### config.mk
export PLATFORM = sky130hd
export DESIGN_NAME = byte_encode_stream_flat
export DESIGN_NICKNAME = d
export VERILOG_FILES = /design/src/rtl/byte_encode_stream_if.sv /design/src/rtl/byte_encode_stream.sv /design/src/flat_wrapper.sv
export SDC_FILE = /design/constraint.sdc
export NUM_CORES = 1
export LEC_CHECK = 0
export CAP_MARGIN = 20
export CORE_UTILIZATION = 40
export CTS_CLUSTER_DIAMETER = 200
export CTS_CLUSTER_SIZE = 14
export DETAILED_ROUTE_END_ITERATION = 7
export HOLD_SLACK_MARGIN = 0.08
export MAX_ROUTING_LAYER = met4
export PLACE_DENSITY = 0.57
export SYNTH_ARGS = -nofsm -noshare
export SYNTH_HDL_FRONTEND = slang
export SYNTH_SLANG_ARGS = --single-unit
### constraint.sdc
create_clock -name clk -period 2.88 [get_ports clk]
set_input_delay 0.576 -clock clk [delete_from_list [all_inputs] [get_ports clk]]
set_output_delay 0.576 -clock clk [all_outputs]
set_load 0.01 [all_outputs]
### src/rtl/byte_encode_stream_if.sv
// Handshake bundle for byte_encode_stream: coefficient stream in, packed byte stream out.
interface byte_encode_stream_if;
  logic        coef_valid;
  logic [11:0] coef;
  logic        coef_ready;
  logic        byte_valid;
  logic [7:0]  byte_out;
  logic        byte_ready;

  modport master (
    output coef_valid, coef, byte_ready,
    input  coef_ready, byte_valid, byte_out
  );

  modport slave (
    input  coef_valid, coef, byte_ready,
    output coef_ready, byte_valid, byte_out
  );
endinterface

### src/rtl/byte_encode_stream.sv
// Packs D-bit coefficients LSB-first into a byte stream through a 20-bit accumulator.
// Optional macro BYTE_ENCODE_MODQ_EN: coefficients >= 3329 are reduced by 3329 before packing.
module byte_encode_stream #(
  parameter int D      = 12,
  parameter int N_COEF = 256
) (
  input  logic                 clk,
  input  logic                 rst,
  input  logic                 start,
  byte_encode_stream_if.slave  s,
  output logic                 busy,
  output logic                 done
);
  localparam int N_BYTES = (N_COEF * D) / 8;
  localparam int CW      = $clog2(N_COEF + 1);
  localparam int BW      = $clog2(N_BYTES + 1);

  localparam logic [CW-1:0] N_COEF_C    = CW'(N_COEF);
  localparam logic [BW-1:0] LAST_BYTE_C = BW'(N_BYTES - 1);
  localparam logic [4:0]    D_C         = 5'(D);
  localparam logic [19:0]   COEF_MASK   = 20'((1 << D) - 1);

  localparam logic [1:0] ST_IDLE = 2'd0;
  localparam logic [1:0] ST_RUN  = 2'd1;
  localparam logic [1:0] ST_DONE = 2'd2;

  logic [1:0]    state_q, state_d;
  logic [19:0]   acc_q, acc_d;
  logic [4:0]    cnt_q, cnt_d;
  logic [CW-1:0] ncoef_q, ncoef_d;
  logic [BW-1:0] nbyte_q, nbyte_d;

  logic [11:0] coef_red_s;
  logic [19:0] coef_ext_s;
  logic [19:0] acc_sh_s;
  logic [4:0]  cnt_sh_s;
  logic        coef_hs_s;
  logic        byte_hs_s;

  // All outputs derive from registered state only, so coef never reaches byte_out combinationally.
  assign s.coef_ready = (state_q == ST_RUN) && (cnt_q < 5'd8) && (ncoef_q < N_COEF_C);
  assign s.byte_valid = (state_q == ST_RUN) && (cnt_q >= 5'd8);
  assign s.byte_out   = acc_q[7:0];
  assign busy         = (state_q != ST_IDLE);
  assign done         = (state_q == ST_DONE);

  assign coef_hs_s = s.coef_valid && s.coef_ready;
  assign byte_hs_s = s.byte_valid && s.byte_ready;

`ifdef BYTE_ENCODE_MODQ_EN
  // Conditional subtract of q brings [0, 2q) into [0, q).
  always_comb begin
    if (s.coef >= 12'd3329) begin
      coef_red_s = s.coef - 12'd3329;
    end else begin
      coef_red_s = s.coef;
    end
  end
`else
  assign coef_red_s = s.coef;
`endif

  assign coef_ext_s = {8'd0, coef_red_s} & COEF_MASK;

  // Next-state: byte drain happens first, so a same-cycle insert lands at cnt-8.
  always_comb begin
    acc_sh_s = byte_hs_s ? {8'd0, acc_q[19:8]} : acc_q;
    cnt_sh_s = byte_hs_s ? (cnt_q - 5'd8) : cnt_q;
    state_d  = state_q;
    acc_d    = acc_sh_s;
    cnt_d    = cnt_sh_s;
    ncoef_d  = ncoef_q + {{(CW-1){1'b0}}, coef_hs_s};
    nbyte_d  = nbyte_q + {{(BW-1){1'b0}}, byte_hs_s};
    if (coef_hs_s) begin
      acc_d = acc_sh_s | (coef_ext_s << cnt_sh_s);
      cnt_d = cnt_sh_s + D_C;
    end else begin
      acc_d = acc_sh_s;
      cnt_d = cnt_sh_s;
    end
    case (state_q)
      ST_IDLE: begin
        if (start) begin
          state_d = ST_RUN;
          acc_d   = 20'd0;
          cnt_d   = 5'd0;
          ncoef_d = '0;
          nbyte_d = '0;
        end else begin
          state_d = ST_IDLE;
        end
      end
      ST_RUN: begin
        if (byte_hs_s && (nbyte_q == LAST_BYTE_C)) begin
          state_d = ST_DONE;
        end else begin
          state_d = ST_RUN;
        end
      end
      ST_DONE: state_d = ST_IDLE;
      default: state_d = ST_IDLE;
    endcase
  end

  // State registers with synchronous reset.
  always_ff @(posedge clk) begin
    if (rst) begin
      state_q <= ST_IDLE;
      acc_q   <= 20'd0;
      cnt_q   <= 5'd0;
      ncoef_q <= '0;
      nbyte_q <= '0;
    end else begin
      state_q <= state_d;
      acc_q   <= acc_d;
      cnt_q   <= cnt_d;
      ncoef_q <= ncoef_d;
      nbyte_q <= nbyte_d;
    end
  end
endmodule
### src/flat_wrapper.sv
// flat-port wrapper written by rule: the top's interface ports become plain ports
module byte_encode_stream_flat 
#(
  parameter int D      = 12,
  parameter int N_COEF = 256
)
  (clk, rst, start, busy, done, s_coef_valid, s_coef, s_byte_ready, s_coef_ready, s_byte_valid, s_byte_out);
  byte_encode_stream_if s_i ();
  input  logic clk;
  input  logic rst;
  input  logic start;
  output logic busy;
  output logic done;
  input wire logic [$bits(s_i.coef_valid)-1:0] s_coef_valid;
  input wire logic [$bits(s_i.coef)-1:0] s_coef;
  input wire logic [$bits(s_i.byte_ready)-1:0] s_byte_ready;
  output wire logic [$bits(s_i.coef_ready)-1:0] s_coef_ready;
  output wire logic [$bits(s_i.byte_valid)-1:0] s_byte_valid;
  output wire logic [$bits(s_i.byte_out)-1:0] s_byte_out;
  assign s_i.coef_valid = s_coef_valid;
  assign s_i.coef = s_coef;
  assign s_i.byte_ready = s_byte_ready;
  assign s_coef_ready = s_i.coef_ready;
  assign s_byte_valid = s_i.byte_valid;
  assign s_byte_out = s_i.byte_out;
  byte_encode_stream #(.D(D), .N_COEF(N_COEF)) u_core (.clk(clk), .rst(rst), .start(start), .s(s_i), .busy(busy), .done(done));
endmodule
After elaboration in Yosys (flattened, before gate mapping)
Index checks and enable logic that the tools add are counted.
{ "classes": {"n_addsub": 4, "order_cmp": 3, "eq_ne": 3, "shifts": 1, "n_mux": 15, "bitwise": 1, "reduce_logical": 8} }
{ "op_table": {"columns": ["op", "count"], "rows": [
  ["$mux W20", 4],
  ["$mux W9", 4],
  ["$mux W5", 4],
  ["$or A20 B20 Y20", 1],
  ["$shl A12 B5 Y20", 1],
  ["$add A9 B1 Y9", 2],
  ["$eq A9 B9 Y1 const B", 1],
  ["$lt A9 B9 Y1 const B", 1],
  ["$logic_and A1 B1 Y1", 6],
  ["$add A5 B4 Y5 const B", 1],
  ["$ge A5 B4 Y1 const B", 1],
  ["$lt A5 B4 Y1 const B", 1],
  ["$sub A5 B4 Y5 const B", 1],
  ["$pmux W2 S2", 1],
  ["$eq A2 B1 Y1 const B", 1],
  ["$eq A2 B2 Y1 const B", 1],
  ["$logic_not A2 Y1", 1],
  ["$mux W2", 1],
  ["$reduce_bool A2 Y1", 1],
  ["$mux W1", 1]
]} }
{ "word_totals": {"regBits": 45, "input_bits": 17, "out_inout_bits": 12, "word_cells": 40} }

Logic depth before layout (Yosys ltp)
Gate-level depths: netlist of the first run.
{ "logic_depth": {"ltp_word": 9, "depth_mapped": 12, "ltp_nobuf": 11} }

Worst setup path after synthesis of the first run
Ideal clock, no wire load.
{ "synth_path": {"path_type": "reg2reg", "start": "register u_core.cnt_q[4]", "end": "register u_core.ncoef_q[6]", "setup_ns": 0.128, "t_arrival_ns": 2.309, "required_ns": 2.752, "slack_ns": 0.444, "path_stages_with_launch": 13, "n_path_buf": 1, "synth_period_minus_slack_ns": 2.436, "cell_sequence": "dfxtp_1 -> clkbuf_1 -> inv_1 -> ha_1 -> and4bb_2 -> nand2_1 -> inv_1 -> ha_1 -> ha_1 -> and3_1 -> nand3_1 -> xor2_1 -> nor2_1"} }
{ "synth_between": {"elab_chain_len": 7} }
{ "synth_lines": {"columns": ["element", "line", "rtl"], "rows": [
  ["start, declared", "byte_encode_stream.sv:29", "logic [4:0] cnt_q, cnt_d;"],
  ["start signal, assigned", "byte_encode_stream.sv:116", "cnt_q <= cnt_d;"],
  ["$lt A5 B4 Y1 (*)", "byte_encode_stream.sv:41", "assign s.coef_ready = (state_q == ST_RUN) && (cnt_q < 5'd8) && (ncoef_q < N_COEF_C);"],
  ["$logic_and A1 B1 Y1 (*) (2 in a row)", "byte_encode_stream.sv:41", null],
  ["net s_coef_ready", "flat_wrapper.sv:17", "output wire logic [$bits(s_i.coef_ready)-1:0] s_coef_ready;"],
  ["$logic_and A1 B1 Y1 (*)", "byte_encode_stream.sv:47", "assign coef_hs_s = s.coef_valid && s.coef_ready;"],
  ["$add A9 B1 Y9 (*)", "byte_encode_stream.sv:72", "ncoef_d = ncoef_q + {{(CW-1){1'b0}}, coef_hs_s};"],
  ["$mux W9", "byte_encode_stream.sv:83", "if (start) begin"],
  ["$mux W9 (*)", "byte_encode_stream.sv:81", "case (state_q)"],
  ["end signal, assigned", "byte_encode_stream.sv:117", "ncoef_q <= ncoef_d;"],
  ["end, declared", "byte_encode_stream.sv:30", "logic [CW-1:0] ncoef_q, ncoef_d;"]
]} }
Mark *: on every way through the listed nets, which the timed path passes. The rest lies on a longest branch.
A chain may end at the register's enable or synchronous reset.

Final worst setup path of the first run
{ "layout_path": {"start": "register u_core.cnt_q[3]", "end": "output s_coef_ready"} }
{ "layout_between": {"elab_chain_len": 3} }
{ "layout_lines": {"columns": ["element", "line"], "rows": [
  ["$lt A5 B4 Y1", "byte_encode_stream.sv:41"],
  ["$logic_and A1 B1 Y1 (2 in a row)", "byte_encode_stream.sv:41"],
  ["end, declared", "flat_wrapper.sv:17"]
]} }
Every way passes these cells.

==> results.json, run 1 <==
{
  "crit_path_cell_trace": "inv_1 > ha_1 > and4bb_2 > clkdlybuf4s50_1",
  "synth_largest_type_area_fraction": 0.362,
  "tmin_final_ns": 2.59,
  "tritoncts": "yes",
  "clock_tree.root_cell": "sky130_fd_sc_hd__clkbuf_8",
  "fin_nets": 317,
  "first_global_vias": 1818,
  "synth_enable_flop_cells": 0,
  "ys_warn_count": 0,
  "synth.distinct_cells": 49,
  "cts-root-to-sink-buffers": 2,
  "worstSetupStartpointType": "flip-flop",
  "area_growth_syn_to_layout_pct": 16.3,
  "std_cell_rows": 27,
  "cpMaxStageDelayCell": "sky130_fd_sc_hd__clkdlybuf4s50_1",
  "die-area_um2": 6260,
  "overflow": 0,
  "worst_slew_margin_rel": 0.652,
  "antenna_found_initial": 0,
  "setup_viol_count_final": 0,
  "n_fill_cell": 555,
  "antennaDiodeCount": 0,
  "clk_pin_slew_ns": 0.08,
  "clock_sink_count": 43,
  "fin_skew_ns": 0.00635,
  "leakage_nw": 1.03,
  "routed_wire_length_per_instance_um": 14.5,
  "numPortBuffers": 28,
  "yosys_register_bits": 43,
  "synth.top_cells.by_area": "sky130_fd_sc_hd__dfxtp_1, sky130_fd_sc_hd__mux2i_1, sky130_fd_sc_hd__nor2_1, sky130_fd_sc_hd__nand2_1, sky130_fd_sc_hd__a21oi_1",
  "hold_path_startpoint": "u_core.acc_q[15]",
  "place_hpwl_um": 3810,
  "syn_inst": 273,
  "gpl.final_weighted_congestion": 0.824,
  "worst_hold_path_type": "flip-flop to flip-flop",
  "core_area_um2": 5610,
  "grt_setup_unrepaired": "false",
  "worst_setup_path_end_kind": "output pin",
  "rr_startpoint": "u_core.cnt_q[3]",
  "syn-num-nets": 295,
  "critical-path-max-stage-delay_ns": 0.54,
  "power-per-cell-area_nw_per_um2": 444,
  "setup_total_negative_slack_ns": 0,
  "drt-initial-drc-count": 165,
  "drv_cap": 0,
  "drtAntennaViolNets": 0,
  "commonest_cells_in_the_synthesized_netlist": "sky130_fd_sc_hd__dfxtp_1, sky130_fd_sc_hd__nor2_1, sky130_fd_sc_hd__nand2_1, sky130_fd_sc_hd__a21oi_1, sky130_fd_sc_hd__mux2i_1",
  "post-cts-setup-buffer-count": 0,
  "max_slew.worst_pin.slew_ns": 0.523,
  "seq_area_frac_synth": 0.362,
  "synth.cell_area_um2": 2380,
  "timing_worst_setup_path_type": "flip-flop to output pin",
  "route.detailed.drc": 0,
  "global_route.usage.total": 0.191,
  "maximum_number_of_pins_on_one_net_before_global_route_repair": 32,
  "finalNonFillerCells": 368,
  "cts_htree_levels": 2,
  "chipWidth_um": 79.2,
  "syn-mean-instance-area_um2": 8.72,
  "insertion_delay_ns": 0.29,
  "setup.worst_path.start": "u_core.cnt_q[3]",
  "wl_um": 5350,
  "synthMostInstantiatedCell": "sky130_fd_sc_hd__dfxtp_1",
  "multiInputGateArea_um2": 1360,
  "vias": 2017,
  "critical-path-top-delay-family": "buffers and inverters",
  "final-max-slew-violation-count": 0,
  "max_fanout_on_critical_path": 15,
  "synth_ff_type": "sky130_fd_sc_hd__dfxtp_1",
  "drt_pass1_iterations": 4,
  "critical_path_required_ns": 2.30,
  "layout-drive-gt1-share": 0.0811,
  "ctsResizeCount": 0,
  "worst-path-buf-inv": 2,
  "final_hold_viol_count": 0,
  "synth_async_sr_flop_share": 0,
  "worst_ir_drop_vdd_mv": 0.197,
  "floorplan.io_pins": 29,
  "start_util": 0.425,
  "outcome": "completed",
  "post_drt_via_cell_ratio": 5.48,
  "area.sequential_um2": 861,
  "cts_made_buffers": 5,
  "cts_hold_buf": 0,
  "first_pass_grt_wire_length_um": 8970,
  "die_height_um": 79.2,
  "worst_ep_arrival_time_ns": 2.01,
  "fmax_ghz": 0.386,
  "number_of_instances_in_the_placed_design": 360,
  "fin_crit_sh": 0.899,
  "synth.largest_area_cell": "sky130_fd_sc_hd__dfxtp_1"
}
==> metrics by stage <==
| stage | hold slack [ns] | utilization | setup slack [ns] | area [µm²] | total power [W] |
|---|---|---|---|---|---|
| floorplan | 0.429 | - | 0.444 | 2380 | 0.000755 |
| global placement | 0.443 | 0.476 | 0.386 | 2670 | 0.000825 |
| detailed placement | 0.446 | 0.476 | 0.329 | 2670 | 0.000824 |
| CTS | 0.456 | 0.494 | 0.274 | 2770 | 0.00125 |
| global route | 0.479 | 0.494 | 0.168 | 2770 | 0.00129 |
| finish | 0.455 | 0.494 | 0.290 | 2770 | 0.00123 |
==> power breakdown <==
| part | switching, W | internal, W |
|---|---|---|
| registers | 0.00000650 | 0.000605 |
| logic | 0.000109 | 0.0000906 |
| clock network | 0.000201 | 0.000219 |
| total | 0.000316 | 0.000914 |
==> layout by cell type, fill, tap and decap left out, types with 4 or more instances in the layout <==
cell,n
sky130_fd_sc_hd__a211oi_1,4
sky130_fd_sc_hd__a21oi_1,15
sky130_fd_sc_hd__a22oi_1,4
sky130_fd_sc_hd__and2_1,6
sky130_fd_sc_hd__and3_1,4
sky130_fd_sc_hd__buf_4,7
sky130_fd_sc_hd__clkbuf_8,7
sky130_fd_sc_hd__clkdlybuf4s50_1,28
sky130_fd_sc_hd__dfxtp_1,43
sky130_fd_sc_hd__ha_1,5
sky130_fd_sc_hd__inv_1,6
sky130_fd_sc_hd__mux2_2,4
sky130_fd_sc_hd__mux2i_1,15
sky130_fd_sc_hd__nand2_1,21
sky130_fd_sc_hd__nand2b_1,5
sky130_fd_sc_hd__nand3_1,8
sky130_fd_sc_hd__nor2_1,28
sky130_fd_sc_hd__nor2b_1,5
sky130_fd_sc_hd__o21ai_0,8
sky130_fd_sc_hd__o21ai_1,12
sky130_fd_sc_hd__o22ai_1,8
sky130_fd_sc_hd__o2bb2ai_1,8
sky130_fd_sc_hd__xnor2_1,6
sky130_fd_sc_hd__xor2_1,7
==> layout make-up <==
type,instances,share of cell area
sequential,43,0.311
multi-input combinational,203,0.489
tap,72,0.0325
inverter,7,0.0113
clock buffer,8,0.0361
timing repair buffer,35,0.120
==> worst paths after layout <==
check                 endpoint  slack (ns)  cells after the start
max reg2reg  u_core.ncoef_q[8]        0.55                     11
min reg2reg   u_core.acc_q[15]        0.46                      2
min           u_core.acc_q[15]        0.46                      2
max               s_coef_ready        0.29                      4
==> registers in the layout, indices dropped and copies added, names as in the netlist <==
| signal | count |
|---|---|
| u_core.acc_q | 20 |
| u_core.cnt_q | 3 |
| u_core.nbyte_q | 9 |
| u_core.ncoef_q | 9 |
| u_core.state_q | 2 |
==> tightest hold or removal path, cell delays in order, from the launching register on <==
cell and delay, ns:
sky130_fd_sc_hd__dfxtp_1 0.31, sky130_fd_sc_hd__nand2_1 0.05, sky130_fd_sc_hd__o21ai_1 0.05
==> layer usage <==
metal	track usage	up-vias	share of wire
met2	0.291	58	0.44
li1	-	1021	-
met1	0.250	933	0.50
met3	0.0402	5	0.051
met5	-	-	0
met4	0.0673	0	0.012
==> cells by family after synthesis <==
family                   share of synthesized area
buffers and inverters                       0.0694
AND/OR/NAND/NOR                              0.204
adder cells (fa/ha/maj)                     0.0263
XOR/XNOR                                    0.0478
flip-flops                                   0.362
AO/OA/AOI/OAI                                0.204
multiplexers                                0.0867
Note: power is estimated with default switching activity, not from simulation.
==> run 2: changes to the inputs <==
TNS_END_PERCENT = 100   (was default)
==> results of run 2 <==
Same layout as run 1: the final DEF is identical, and so are final timing and power.
==> run 3: changes to the inputs <==
ABC_AREA = 1   (was default)
clock period = 3 ns   (was 2.88 ns; I/O delays follow)
==> run 3 against run 2 <==
Global-route usage shrank 1.7 points. Highest routed layer unchanged. Critical path depth stayed put. First-iteration DRC count fell by 53%. Clock power down 17%. Critical path type unchanged. Sequential share of layout area increased by 0.48 points. Core utilization is 0.76 points lower. Sequential cell count unchanged.
==> results.json, run 3 <==
{
  "outcome": "completed",
  "synthMostInstantiatedCell": "sky130_fd_sc_hd__nand2_1",
  "n_fill_cell": 604,
  "max_slew.worst_pin.slew_ns": 0.499,
  "final-max-slew-violation-count": 0,
  "clk_pin_slew_ns": 0.08,
  "core_area_um2": 5610,
  "cts_hold_buf": 0,
  "drv_cap": 0,
  "largest_register": "u_core.acc_q",
  "yosys_register_bits": 43,
  "syn-mean-instance-area_um2": 7.07,
  "critical_path_required_ns": 2.40,
  "chipWidth_um": 78.9,
  "power-per-cell-area_nw_per_um2": 408,
  "wl_um": 4910,
  "gpl.final_weighted_congestion": 0.820,
  "insertion_delay_ns": 0.30,
  "first_global_vias": 1797,
  "synth_async_sr_flop_share": 0,
  "pre_cts_slack_ns": 0.376,
  "fin_crit_sh": 0.811,
  "start_util": 0.421,
  "multiInputGateArea_um2": 1220,
  "cts_htree_levels": 2,
  "worst_hold_path_type": "flip-flop to flip-flop",
  "cts_made_buffers": 5,
  "fin_worst_setup_slack_ns": 0.566,
  "post-cts-setup-buffer-count": 0,
  "synth.distinct_cells": 31,
  "vias": 2012,
  "seq_area_frac_synth": 0.364,
  "fmax_ghz": 0.411,
  "global_route.usage.total": 0.174,
  "setup_viol_count_final": 0,
  "std_cell_rows": 27,
  "synth_enable_flop_cells": 0,
  "cts-root-to-sink-buffers": 2,
  "synth_ff_type": "sky130_fd_sc_hd__dfxtp_1",
  "ys_warn_count": 0,
  "setup_total_negative_slack_ns": 0,
  "worstSetupStartpointType": "flip-flop",
  "synth.top_cells.by_area": "sky130_fd_sc_hd__dfxtp_1, sky130_fd_sc_hd__nand2_1, sky130_fd_sc_hd__a21oi_1, sky130_fd_sc_hd__inv_1, sky130_fd_sc_hd__nand3_1",
  "maximum_number_of_pins_on_one_net_before_global_route_repair": 28,
  "ctsResizeCount": 0,
  "floorplan.io_pins": 29,
  "synth.largest_area_cell": "sky130_fd_sc_hd__dfxtp_1",
  "synth_largest_type_area_fraction": 0.364,
  "area.sequential_um2": 861,
  "leakage_nw": 1.10,
  "ff2ff_setup_slack_ns": 0.60,
  "drt_pass1_iterations": 4,
  "drtAntennaViolNets": 0,
  "tmin_final_ns": 2.43,
  "commonest_cells_in_the_synthesized_netlist": "sky130_fd_sc_hd__nand2_1, sky130_fd_sc_hd__dfxtp_1, sky130_fd_sc_hd__inv_1, sky130_fd_sc_hd__nor2_1, sky130_fd_sc_hd__a21oi_1",
  "clock_tree.root_cell": "sky130_fd_sc_hd__clkbuf_8",
  "timing_worst_setup_path_type": "flip-flop to output pin",
  "worst_ir_drop_vdd_mv": 0.225,
  "final_cell_mix": "sky130_fd_sc_hd__nand2_1, sky130_fd_sc_hd__dfxtp_1, sky130_fd_sc_hd__inv_1, sky130_fd_sc_hd__nor2_1",
  "fin_skew_ns": 0.00727,
  "routed_wire_length_per_instance_um": 11.6,
  "final_hold_viol_count": 0,
  "syn_inst": 334,
  "fin_nets": 376,
  "worst_slew_margin_rel": 0.667,
  "numPortBuffers": 28,
  "synth.cell_area_um2": 2360,
  "layout_commonest_cell": "sky130_fd_sc_hd__nand2_1",
  "die_height_um": 78.9,
  "first_pass_grt_wire_length_um": 8200,
  "largest_register_ff_count": 20,
  "final_cell_area_excluding_filler_cells_um2": 2730,
  "place_hpwl_um": 3480,
  "postPlaceCellArea_um2": 2660,
  "layout_top_registers": "u_core.acc_q x20, u_core.nbyte_q x9, u_core.ncoef_q x9",
  "max_fanout_on_critical_path": 4,
  "antennaDiodeCount": 0,
  "layout-drive-gt1-share": 0.105,
  "antenna_found_initial": 0,
  "tritoncts": "yes",
  "drt-initial-drc-count": 77,
  "grt_setup_unrepaired": "false",
  "overflow": 0,
  "clock_sink_count": 43,
  "post_drt_via_cell_ratio": 4.73,
  "area_growth_syn_to_layout_pct": 15.5,
  "route.detailed.drc": 0,
  "worst_setup_path_end_kind": "output pin",
  "worst_ep_arrival_time_ns": 1.83,
  "syn-num-nets": 356,
  "die-area_um2": 6220
}
-- run 3: cell types whose count changed in the layout (fill, tap and decap cells not counted), moves of 8 or more --
| cell | change |
|---|---|
| sky130_fd_sc_hd__a21oi_1 | +13 |
| sky130_fd_sc_hd__inv_1 | +30 |
| sky130_fd_sc_hd__nand3_1 | +18 |
| sky130_fd_sc_hd__o21ai_0 | +8 |
| sky130_fd_sc_hd__o2bb2ai_1 | -8 |
| sky130_fd_sc_hd__o22ai_1 | -8 |
| sky130_fd_sc_hd__o21ai_1 | -12 |
| sky130_fd_sc_hd__mux2i_1 | -11 |
| sky130_fd_sc_hd__nand2_1 | +61 |
-- run 3: path summary, 6_finish.rpt --
path                                           to  cells after the start             start
worst max-delay path                 s_byte_valid                      4   u_core.cnt_q[3]
worst min-delay path             u_core.acc_q[16]                      2  u_core.acc_q[16]
worst min register to register   u_core.acc_q[16]                      2  u_core.acc_q[16]
worst max register to register  u_core.ncoef_q[8]                     14   u_core.cnt_q[4]
-- run 3: critical path, stage by stage (launching register included) --
cell                              delay, ns
sky130_fd_sc_hd__dfxtp_1               0.44
sky130_fd_sc_hd__inv_1                 0.10
sky130_fd_sc_hd__ha_1                  0.26
sky130_fd_sc_hd__a21oi_1               0.18
sky130_fd_sc_hd__clkdlybuf4s50_1       0.56
-- run 3: cell type report --
| class | count | share of cell area |
|---|---|---|
| flip-flops and latches | 43 | 0.316 |
| well taps | 72 | 0.0330 |
| multi-input cells | 231 | 0.448 |
| clock buffers | 6 | 0.0266 |
| inverters | 40 | 0.0555 |
| repair buffers | 33 | 0.121 |
-- run 3: per-stage QoR --
step | cells | hold slack (ns) | util | power [W]
finish | 425 | 0.468 | 0.486 | 0.00111
global route | 425 | 0.484 | 0.486 | 0.00117
CTS | 425 | 0.468 | 0.486 | 0.00113
detailed placement | 419 | 0.455 | 0.473 | 0.000778
global placement | 419 | 0.450 | 0.473 | 0.000777
floorplan | 334 | 0.442 | - | 0.000720
-- run 3: power breakdown --
group	internal, W	total [W]	leakage, nW	switching [W]
Sequential	0.000579	0.000585	0.347	0.00000557
Clock	0.000155	0.000348	0.0371	0.000193
Combinational	0.0000721	0.000179	0.720	0.000107
-- run 3: cells by family after synthesis --
family | after synthesis | share of synthesized area
AND/OR/NAND/NOR | 166 | 0.337
flip-flops | 43 | 0.364
XOR/XNOR | 5 | 0.0185
adder cells (fa/ha/maj) | 5 | 0.0265
buffers and inverters | 60 | 0.118
AO/OA/AOI/OAI | 51 | 0.119
multiplexers | 4 | 0.0169
-- run 3: layer usage --
layer / routed length [µm] / track usage
met5: 0 / -
met4: 59 / 0.0491
met3: 188 / 0.0391
met2: 2150 / 0.271
met1: 2520 / 0.226
==> patch, RTL diff (config.mk and constraints of run 1) <==
`D` is set to 12 in 2 places; all go to 13.
--- a/src/rtl/byte_encode_stream.sv
+++ b/src/rtl/byte_encode_stream.sv
@@ -1,7 +1,7 @@
 // Packs D-bit coefficients LSB-first into a byte stream through a 20-bit accumulator.
 // Optional macro BYTE_ENCODE_MODQ_EN: coefficients >= 3329 are reduced by 3329 before packing.
 module byte_encode_stream #(
-  parameter int D      = 12,
+  parameter int D      = 13,
   parameter int N_COEF = 256
 ) (
   input  logic                 clk,
--- a/src/flat_wrapper.sv
+++ b/src/flat_wrapper.sv
@@ -1,7 +1,7 @@
 // flat-port wrapper written by rule: the top's interface ports become plain ports
 module byte_encode_stream_flat 
 #(
-  parameter int D      = 12,
+  parameter int D      = 13,
   parameter int N_COEF = 256
 )
   (clk, rst, start, busy, done, s_coef_valid, s_coef, s_byte_ready, s_coef_ready, s_byte_valid, s_byte_out);
Formal check against the unedited RTL: not equivalent (a bounded check fails within 10 cycles, from zero or initial values and one cycle with rst high).
==> patch against run 1 <==
  * Core utilization down 0.89 points
  * Register-to-register slack got worse by 0.03 ns
  * Setup slack improved by 0.11 ns
  * First-iteration DRC count fell by 28%
  * Synthesized cell count is 9.5% higher
  * Sequential cell count rose by 2
  * Area after synthesis up 11%
  * Routed wire length grew 14%
  * Cell area rose by 12%
  * Total power up 19%
  * Largest cell class unchanged
  * Highest routed layer unchanged
==> patch: results (changes against run 1) <==
| Metric | Value |
|---|---|
| Outcome | `finished, final reports clean` |
| Setup Skew | `0.00950 ns (+0.00315 ns)` |
| WL met3 | `218 um (-20%)` |
| Area share of fa/ha/maj cells after synthesis | `3.30% (+0.67 points)` |
| Met2 GRT Util | `28.0% (-1.0 points)` |
| FF+latch area | `901 um^2 (+4.7%)` |
| Synth Area in Compound Gates | `17.4% (-3.0 points)` |
| Lkg Pwr | `1.12 nW (+8.2%)` |
| Net Count, Synth | `323 (+9.5%)` |
| Iter 0 DRT Violations | `119 (-28%)` |
| Vias in the first global route | `2109 (+16%)` |
| Pre-CTS WS | `0.392 ns (+0.0627 ns)` |
| Post-synthesis xor/xnor area fraction | `5.28% (+0.50 points)` |
| Fraction of layout cells with a size suffix above 1 | `9.91% (+1.8 points)` |
| DP HPWL | `4540 um (+19%)` |
| Internal power | `1.09 mW (+20%)` |
| Max incr delay on CP | `0.55 ns` |
| Non-clock buffers, area share | `10.7% (-1.3 points)` |
| Clock buffers | `5 (-3)` |
| Clock share of power | `38.7% (+4.6 points)` |
| Die X | `83.5 um (+5.4%)` |
| Met2 routed WL | `2700 um (+15%)` |
| Met1 Usage GRT | `25.3% (+0.26 points)` |
| CP top delay family | `buffers and inverters` |
| Final nets | `346 (+9.1%)` |
| Slew @ Worst Pin | `0.608 ns (+0.0850 ns)` |
| Total wire length | `6090 um (+14%)` |
| Post-synthesis sequential area ratio | `33.9% (-2.2 points)` |
| CP max FO | `6 (-9)` |
| Sequential cell count | `45 (+4.7%)` |
| Fillers | `627 (+13%)` |
| Multi-input combinational cell count | `227 (+12%)` |
| Wire length on met1 | `3070 um (+15%)` |
| Nonclk inv count | `8 (+1)` |
| Vias | `2229 (+11%)` |
| Top post-synthesis cells by count | `45 x dfxtp_1, 35 x nor2_1, 28 x mux2i_1` |
| Largest cells by area after synthesis | `dfxtp_1 34%, mux2i_1 11%, nor2_1 5.0%` |
| Clk cell area share | `4.32% (+0.71 points)` |
| Placed Area | `0.00296 mm^2 (+11%)` |
| Power Density | `474 mW/mm^2 (+6.8%)` |
| RePlAce Congestion | `0.824 (about the same)` |
| Tot GR Track Use | `18.6% (-0.49 points)` |
| Yosys cell types | `55 (+12%)` |
| Peak VDD IR | `0.234 mV (+19%)` |
| Cells after DPL | `392 (+8.9%)` |
| Multi-input gate share of total cell area | `51.8% (+2.9 points)` |
| Fraction of area in registers | `29.1% (-2.0 points)` |
==> patch: cell count changes after synthesis, moves of 4 or more <==
cell,change
o2bb2ai_1,-7
nand3_1,+7
a21oi_1,-6
o211ai_1,+4
o21ai_1,-10
mux2i_1,+13
nor2_1,+7
a22o_1,+4
nand2_1,+5
==> patch: worst paths after layout <==
| path | cells after the start | from | slack (ns) | to |
|---|---|---|---|---|
| hold reg to reg | 2 | u_core.acc_q[19]$_SDFF_PP0_ | 0.47 | u_core.acc_q[19]$_SDFF_PP0_ |
| hold / removal | 2 | u_core.acc_q[19]$_SDFF_PP0_ | 0.47 | u_core.acc_q[19]$_SDFF_PP0_ |
| setup / recovery | 5 | u_core.cnt_q[1]$_SDFF_PP0_ | 0.40 | s_byte_valid |
| setup reg to reg | 11 | u_core.cnt_q[4]$_SDFF_PP0_ | 0.52 | u_core.ncoef_q[6]$_SDFF_PP0_ |
